**config.mk**
```make
export PLATFORM = sky130hd
export DESIGN_NAME = fetch_unit
export DESIGN_NICKNAME = d
export VERILOG_FILES = /design/src/rtl/fetch_unit.sv
export SDC_FILE = /design/constraint.sdc
export NUM_CORES = 1
export LEC_CHECK = 0
export BUFFER_PORTS_ARGS = -buffer_cell sky130_fd_sc_hd__clkbuf_2
export CORE_AREA = 10 10 130 132
export CTS_CLUSTER_SIZE = 14
export DETAILED_ROUTE_END_ITERATION = 8
export DIE_AREA = 0 0 140 142
export HOLD_SLACK_MARGIN = 0.06
export PLACE_DENSITY = 0.55
export SETUP_SLACK_MARGIN = 0.3
export SLEW_MARGIN = 20
export SYNTH_ARGS = -nofsm -noshare
export SYNTH_HDL_FRONTEND = slang
export SYNTH_SLANG_ARGS = --single-unit
export TNS_END_PERCENT = 10
```
**constraint.sdc**
```tcl
create_clock -name clk -period 4.5 [get_ports clk]
set_clock_uncertainty 0.1 [all_clocks]
set_input_delay 0.45 -clock clk [delete_from_list [all_inputs] [get_ports clk]]
set_output_delay 0.45 -clock clk [all_outputs]
set_load 0.01 [all_outputs]
```
**src/rtl/fetch_unit.sv**
```systemverilog
// PC register and instruction-fetch sequencer: req/ack fetch from imem, valid/accept handoff to decode.
// Optional FETCH_ALIGN_CHECK_EN: misaligned next_pc traps into a sticky error state.
module fetch_unit #(
  parameter logic [31:0] RESET_PC = 32'h0000_3000,
  parameter int unsigned CNT_W    = 32
) (
  input  logic             clk,
  input  logic             reset,
  input  logic [31:0]      next_pc,
  output logic [31:0]      pc,
  output logic             imem_req,
  output logic [31:0]      imem_addr,
  input  logic             imem_ack,
  input  logic [31:0]      imem_rdata,
  output logic [31:0]      instr,
  output logic             instr_valid,
  input  logic             instr_accept,
  input  logic             stall,
  output logic [CNT_W-1:0] retire_cnt,
  output logic             align_err
);

  typedef enum logic [1:0] {StIdle, StReq, StValid, StErr} state_e;

  state_e           state_q, state_d;
  logic [31:0]      pc_q, pc_d;
  logic [31:0]      instr_q, instr_d;
  logic [CNT_W-1:0] retire_q, retire_d;
  logic             imem_req_q, imem_req_d;
  logic             instr_valid_q, instr_valid_d;
  logic             accept, fetch_done, misaligned;

  assign accept     = (state_q == StValid) && instr_accept && !stall;
  assign fetch_done = (state_q == StReq) && imem_ack;

`ifdef FETCH_ALIGN_CHECK_EN
  assign misaligned = (next_pc[1:0] != 2'b00);
`else
  assign misaligned = 1'b0;
`endif

  // State register plus the registered datapath and handshake outputs.
  always_ff @(posedge clk or posedge reset) begin
    if (reset) begin
      state_q       <= StIdle;
      pc_q          <= RESET_PC;
      instr_q       <= '0;
      retire_q      <= '0;
      imem_req_q    <= 1'b0;
      instr_valid_q <= 1'b0;
    end else begin
      state_q       <= state_d;
      pc_q          <= pc_d;
      instr_q       <= instr_d;
      retire_q      <= retire_d;
      imem_req_q    <= imem_req_d;
      instr_valid_q <= instr_valid_d;
    end
  end

  always_comb begin
    state_d = state_q;
    case (state_q)
      StIdle:  state_d = StReq;
      StReq:   if (imem_ack) state_d = StValid;
      StValid: if (accept) state_d = misaligned ? StErr : StReq;
      StErr:   state_d = StErr;
      default: state_d = StIdle;
    endcase
  end

  // Handshake flags are registered from the next state so they come straight off flops.
  always_comb begin
    imem_req_d    = (state_d == StReq);
    instr_valid_d = (state_d == StValid);
    pc_d          = accept ? next_pc : pc_q;
    instr_d       = fetch_done ? imem_rdata : instr_q;
    retire_d      = retire_q + {{(CNT_W-1){1'b0}}, accept};
  end

`ifdef FETCH_ALIGN_CHECK_EN
  logic align_err_q;

  always_ff @(posedge clk or posedge reset) begin
    if (reset) begin
      align_err_q <= 1'b0;
    end else if (state_d == StErr) begin
      align_err_q <= 1'b1;
    end
  end

  assign align_err = align_err_q;
`else
  assign align_err = 1'b0;
`endif

  assign pc          = pc_q;
  assign imem_req    = imem_req_q;
  assign imem_addr   = {pc_q[31:2], 2'b00};
  assign instr       = instr_q;
  assign instr_valid = instr_valid_q;
  assign retire_cnt  = retire_q;

endmodule

```
======== Word level (Yosys, flattened, before mapping) ========
Cells that the tools add are included.
storage, ports and cells
  bits in registers ....................... 100
cells by class
  muxes and demuxes ....................... 3
  eq/ne operators ......................... 5
  add/subtract/negate cells ............... 1
  reductions and logical operators ........ 5
operators with widths
  operator            number
  $add 32x1->32       1
  $pmux 2 s4          1
  $eq 2x2->1 const B  3
  $eq 2x1->1 const B  2
  $mux 2              2
  $logic_and 1x1->1   3
  $logic_not 2->1     1
  $logic_not 1->1     1

======== Logic depth before layout (Yosys ltp) ========
  depth in word-level cells ............... 6
  gate-level depth with buffers ........... 9
  mapped depth without buffers ............ 8

======== Least setup slack after synthesis ========
No wires, ideal clock.
  kind .................................... register -> register
  start point ............................. register state_q[0]
  end point ............................... register retire_q[12], in the netlist retire_cnt[12]
  setup time .............................. 0.126 ns
  cell stages (with the launch flop) ...... 10
  data arrival time ....................... 2.294 ns
  period minus slack after synthesis ...... 2.521 ns
  data required time ...................... 4.274 ns
  buffers on the path ..................... 1
  setup slack ............................. 1.979 ns
  path through ............................ dfrtp_1 -> nand2b_1 -> nor3b_2 -> buf_2 -> ha_1 -> ha_1 -> and2_1 -> nor4b_1 -> nand3_1 -> xnor2_1
on the way
  longest elaborated chain between the ends .. 4
RTL lines
  element                         line  text
  start, declared                 25    state_e state_q, state_d;
  start signal, assigned          45    state_q <= StIdle;
  start signal, assigned          52    state_q <= state_d;
  $eq 2x2->1                      33    assign accept = (state_q == StValid) && instr_accept && !stall;
  $logic_and 1x1->1 (2 in a row)  33
  via accept                      31    logic accept, fetch_done, misaligned;
  $add 32x1->32                   78    retire_d = retire_q + {{(CNT_W-1){1'b0}}, accept};
  via retire_d[12]                28    logic [CNT_W-1:0] retire_q, retire_d;
  end signal, assigned            55    retire_q <= retire_d;
  end, declared                   28
The timed path passes the listed nets, and every way through them passes these cells.
A chain may end at the register's enable or synchronous reset.

======== Final worst setup path ========
  start point ............................. register state_q[0]
  end point ............................... register retire_q[12], in the netlist retire_cnt[12]
on the way
  longest elaborated chain between the ends .. 4
RTL lines
  element                         line
  $eq 2x2->1                      33
  $logic_and 1x1->1 (2 in a row)  33
  $add 32x1->32                   78
  via retire_d[12]                28
The timed path passes the listed nets, and every way through them passes these cells.

==> flow_summary_export.csv <==
group,metric,value,unit
synthesis,gate_count_post_synth,304,
sta,whs,0.121,ns
placed_design,buffer_ports.inserted,196,
route,wl_per_cell,17.2,µm
route,drc_violation_count_after_routing,0,
finish,ant_cells,0,
placed_design,dpl.cell_count,647,
clock_network,cts.root.buffer_cell,"sky130_fd_sc_hd__clkbuf_16",
worst_hold_path,min-delay-path-class,"in -> async",
setup_path,worst-endpoint-required,4.63,ns
pwr,ir_worst_vdd,0.249,mV
setup_path,startpoint_to_endpoint_class_of_the_critical_path,"reg -> reg",
sta,finalSetupViolCount,0,
die,row_count,44,
synthesis,synth_xor_area_share,6.25,%
route,final_antenna_net_count,0,
synthesis,post_synth_and_or_nand_nor_area_fraction,8.33,%
sta,finalSetupTns,0,ns
finish,layout_common_cells,"196 x sky130_fd_sc_hd__clkbuf_2, 98 x sky130_fd_sc_hd__dfrtp_1, 64 x sky130_fd_sc_hd__mux2_2",
synthesis,yosysSeqAreaShare,59.6,%
die,height_of_the_chip,142,µm
route,detail_route.iter0.violations,155,
global_routing,first_global_vias,3262,
placed_design,place_congestion,0.791,
global_routing,gr-usage-all-layers,11.1,%
global_routing,largest_net_degree_at_the_start_of_global_routing,60,
clock_network,h-tree-depth,3,
finish,layout.nets,546,
clock_network,numClockSinks,100,
route,viasPerCell,4.44,
die,core_region_area,14300,µm²
pwr,power.leakage,2.76,nW
pwr,power_per_cell_area,627,nW/µm²
status,outcome,"complete, no violations",
route,drt_wl_total,11.4,mm
synthesis,synth_cell_type_count,29,
route,vias,2942,
clock_network,cts_inserted_buffers,9,
placed_design,dp.final_hpwl,8.91,mm
clock_network,clk-insertion-delay-late,0.34,ns
global_routing,antenna_found_initial,0,
sta,final-max-slew-violation-count,0,
sta,finalWorstPathRequiredPeriod,2.63,ns
clock_network,ctsLongestPathBuffers,2,
finish,synthToLayoutAreaGrowth,30.3,%
setup_path,worst-endpoint-arrival,2.76,ns
setup_path,critical_path.endpoint_type,"flip-flop",
route,drtPass1Iterations,3,
synthesis,synth-adder-area-share,0.893,%
finish,num-fill-cells,1414,
finish,layout_cells_sized_above_1,59.3,%
clock_network,clk_pin_slew_worst_paths,0.07,ns
sta,slew-limit-headroom,49.0,%
sta,maxClockFrequency,380,MHz
clock_network,tritoncts,"yes",
die,ios,200,
die,start_util,29.4,%
die,fp.dieW,140,µm
synthesis,post_synthesis_sequential_element_count,100,
synthesis,synthesis.area_per_instance,13.8,µm²
clock_network,hold_fix_buffers_cts,0,
sta,min_period_over_period,58.4,%
synthesis,synth-compound-area-share,0.298,%
setup_path,timing.critical_path.from_type,"flip-flop",
clock_network,post-cts-setup-buffer-count,0,
finish,mostFrequentLayoutCell,"sky130_fd_sc_hd__clkbuf_2",
die,fp.dieArea,19900,µm²
sta,worst_pin_slew,0.759,ns
clock_network,resized_gates_after_cts,0,
synthesis,synth_mux_area_share,17.1,%
synthesis,synth_top_family_by_area,"multiplexers",
global_routing,globalRoute.totalOverflow,0,
sta,grt_setup_unrepaired,"no",
sta,hold_viol,0,
synthesis,post_synth_instance_area,4210,µm²
global_routing,wire_length_of_the_first_global_routing_pass,17.8,mm
setup_path,timing.critical_path.fanout_max,11,
job,maxCapViolations,0,
finish,final-instance-count-excl-fill,663,
synthesis,ys_warn_count,0,
-- synthesized netlist by cell type (all sizes together) --
cell type / count / share of area (%)
and3: 6 / 0.89
dfrtp: 98 / 58
xor2: 3 / 0.62
nand3: 15 / 1.8
o21a: 1 / 0.18
nand2: 9 / 0.80
nand2b: 1 / 0.15
clkbuf: 4 / 0.36
nor4: 4 / 0.95
nor4b: 1 / 0.21
buf: 38 / 6.6
xnor2: 27 / 5.6
nor3b: 1 / 0.30
dfstp: 2 / 1.2
nor2: 3 / 0.27
and4: 1 / 0.21
and2: 1 / 0.15
conb: 1 / 0.089
ha: 3 / 0.89
inv: 5 / 0.45
nor3: 1 / 0.12
a21oi: 1 / 0.12
nand4b: 1 / 0.21
mux2: 64 / 17
nand4: 13 / 2.3
-- registers in the layout (all words and copies together) (netlist names) --
signal	cells
imem_req	1
pc	32
instr	32
instr_valid	1
state_q	2
retire_cnt	32
-- cells by family (layout without fill, tap and decap cells) --
| logic type | after synthesis | after routing |
|---|---|---|
| flops | 100 | 100 |
| xor+xnor | 30 | 30 |
| buf+inv | 47 | 220 |
| compound gates | 2 | 2 |
| mux | 64 | 64 |
| fa+ha+maj | 3 | 3 |
| other cells | 1 | 3 |
| simple gates | 57 | 57 |
-- power breakdown --
group | leakage [nW] | total (mW) | internal, mW | switching (mW)
Clock | 0.149 | 0.822 | 0.487 | 0.335
Combinational | 1.37 | 1.18 | 0.578 | 0.599
Sequential | 1.25 | 1.44 | 1.23 | 0.207
-- routing by layer --
metal | part of all wire [%] | GRT usage [%] | vias up
met5 | 0 | 0 | -
met4 | 2.2 | 5.27 | 0
met3 | 9.6 | 4.94 | 14
met2 | 49 | 18.0 | 118
met1 | 39 | 12.3 | 1453
li1 | - | - | 1357
-- worst paths after layout --
| check | start | to | slack (ns) | cells after the start |
|---|---|---|---|---|
| setup reg to reg | state_q[0]$_DFF_PP0_ | retire_cnt[12]$_DFF_PP0_ | 1.87 | 8 |
| hold reg to reg | retire_cnt[31]$_DFF_PP0_ | retire_cnt[31]$_DFF_PP0_ | 0.38 | 1 |
| setup / recovery | state_q[0]$_DFF_PP0_ | retire_cnt[12]$_DFF_PP0_ | 1.87 | 8 |
| hold / removal | reset | instr[19]$_DFFE_PP0P_ | 0.12 | 2 |
| max in group asynchronous | reset | pc[13]$_DFFE_PP1P_ | 3.15 | 3 |
| min in group clk | imem_rdata[20] | instr[20]$_DFFE_PP0P_ | 0.23 | 2 |
-- final cells by class --
| type | count | area, µm² | share of cell area (%) |
|---|---|---|---|
| flip-flops and latches | 100 | 2500 | 45.7 |
| inverters | 5 | 21.3 | 0.388 |
| well taps | 184 | 230 | 4.20 |
| multi-input cells | 159 | 1400 | 25.6 |
| repair buffers | 199 | 1000 | 18.3 |
| clock buffers | 10 | 229 | 4.18 |
| clock inverters | 6 | 88.8 | 1.62 |
-- critical path, stage by stage (launching register included) --
cell and delay (ns):
sky130_fd_sc_hd__dfrtp_1 0.37, sky130_fd_sc_hd__nand2b_1 0.19, sky130_fd_sc_hd__nor3b_4 0.24, sky130_fd_sc_hd__ha_1 0.24
sky130_fd_sc_hd__ha_1 0.22, sky130_fd_sc_hd__and2_1 0.41, sky130_fd_sc_hd__nor4b_1 0.45, sky130_fd_sc_hd__nand3_1 0.15
sky130_fd_sc_hd__xnor2_1 0.15
-- through the flow --
stage	cell area [µm²]	total power [mW]	util (%)	worst slack (ns)
4_1_cts	5480	3.51	38.3	1.81
5_1_grt	5480	3.66	38.3	1.67
6_report	5480	3.43	38.3	1.87
3_3_place_gp	5160	2.64	36.1	1.90
3_5_place_dp	5160	2.67	36.1	1.84
2_1_floorplan	4210	2.21	-	1.33
(Power assumes the default switching activity.)
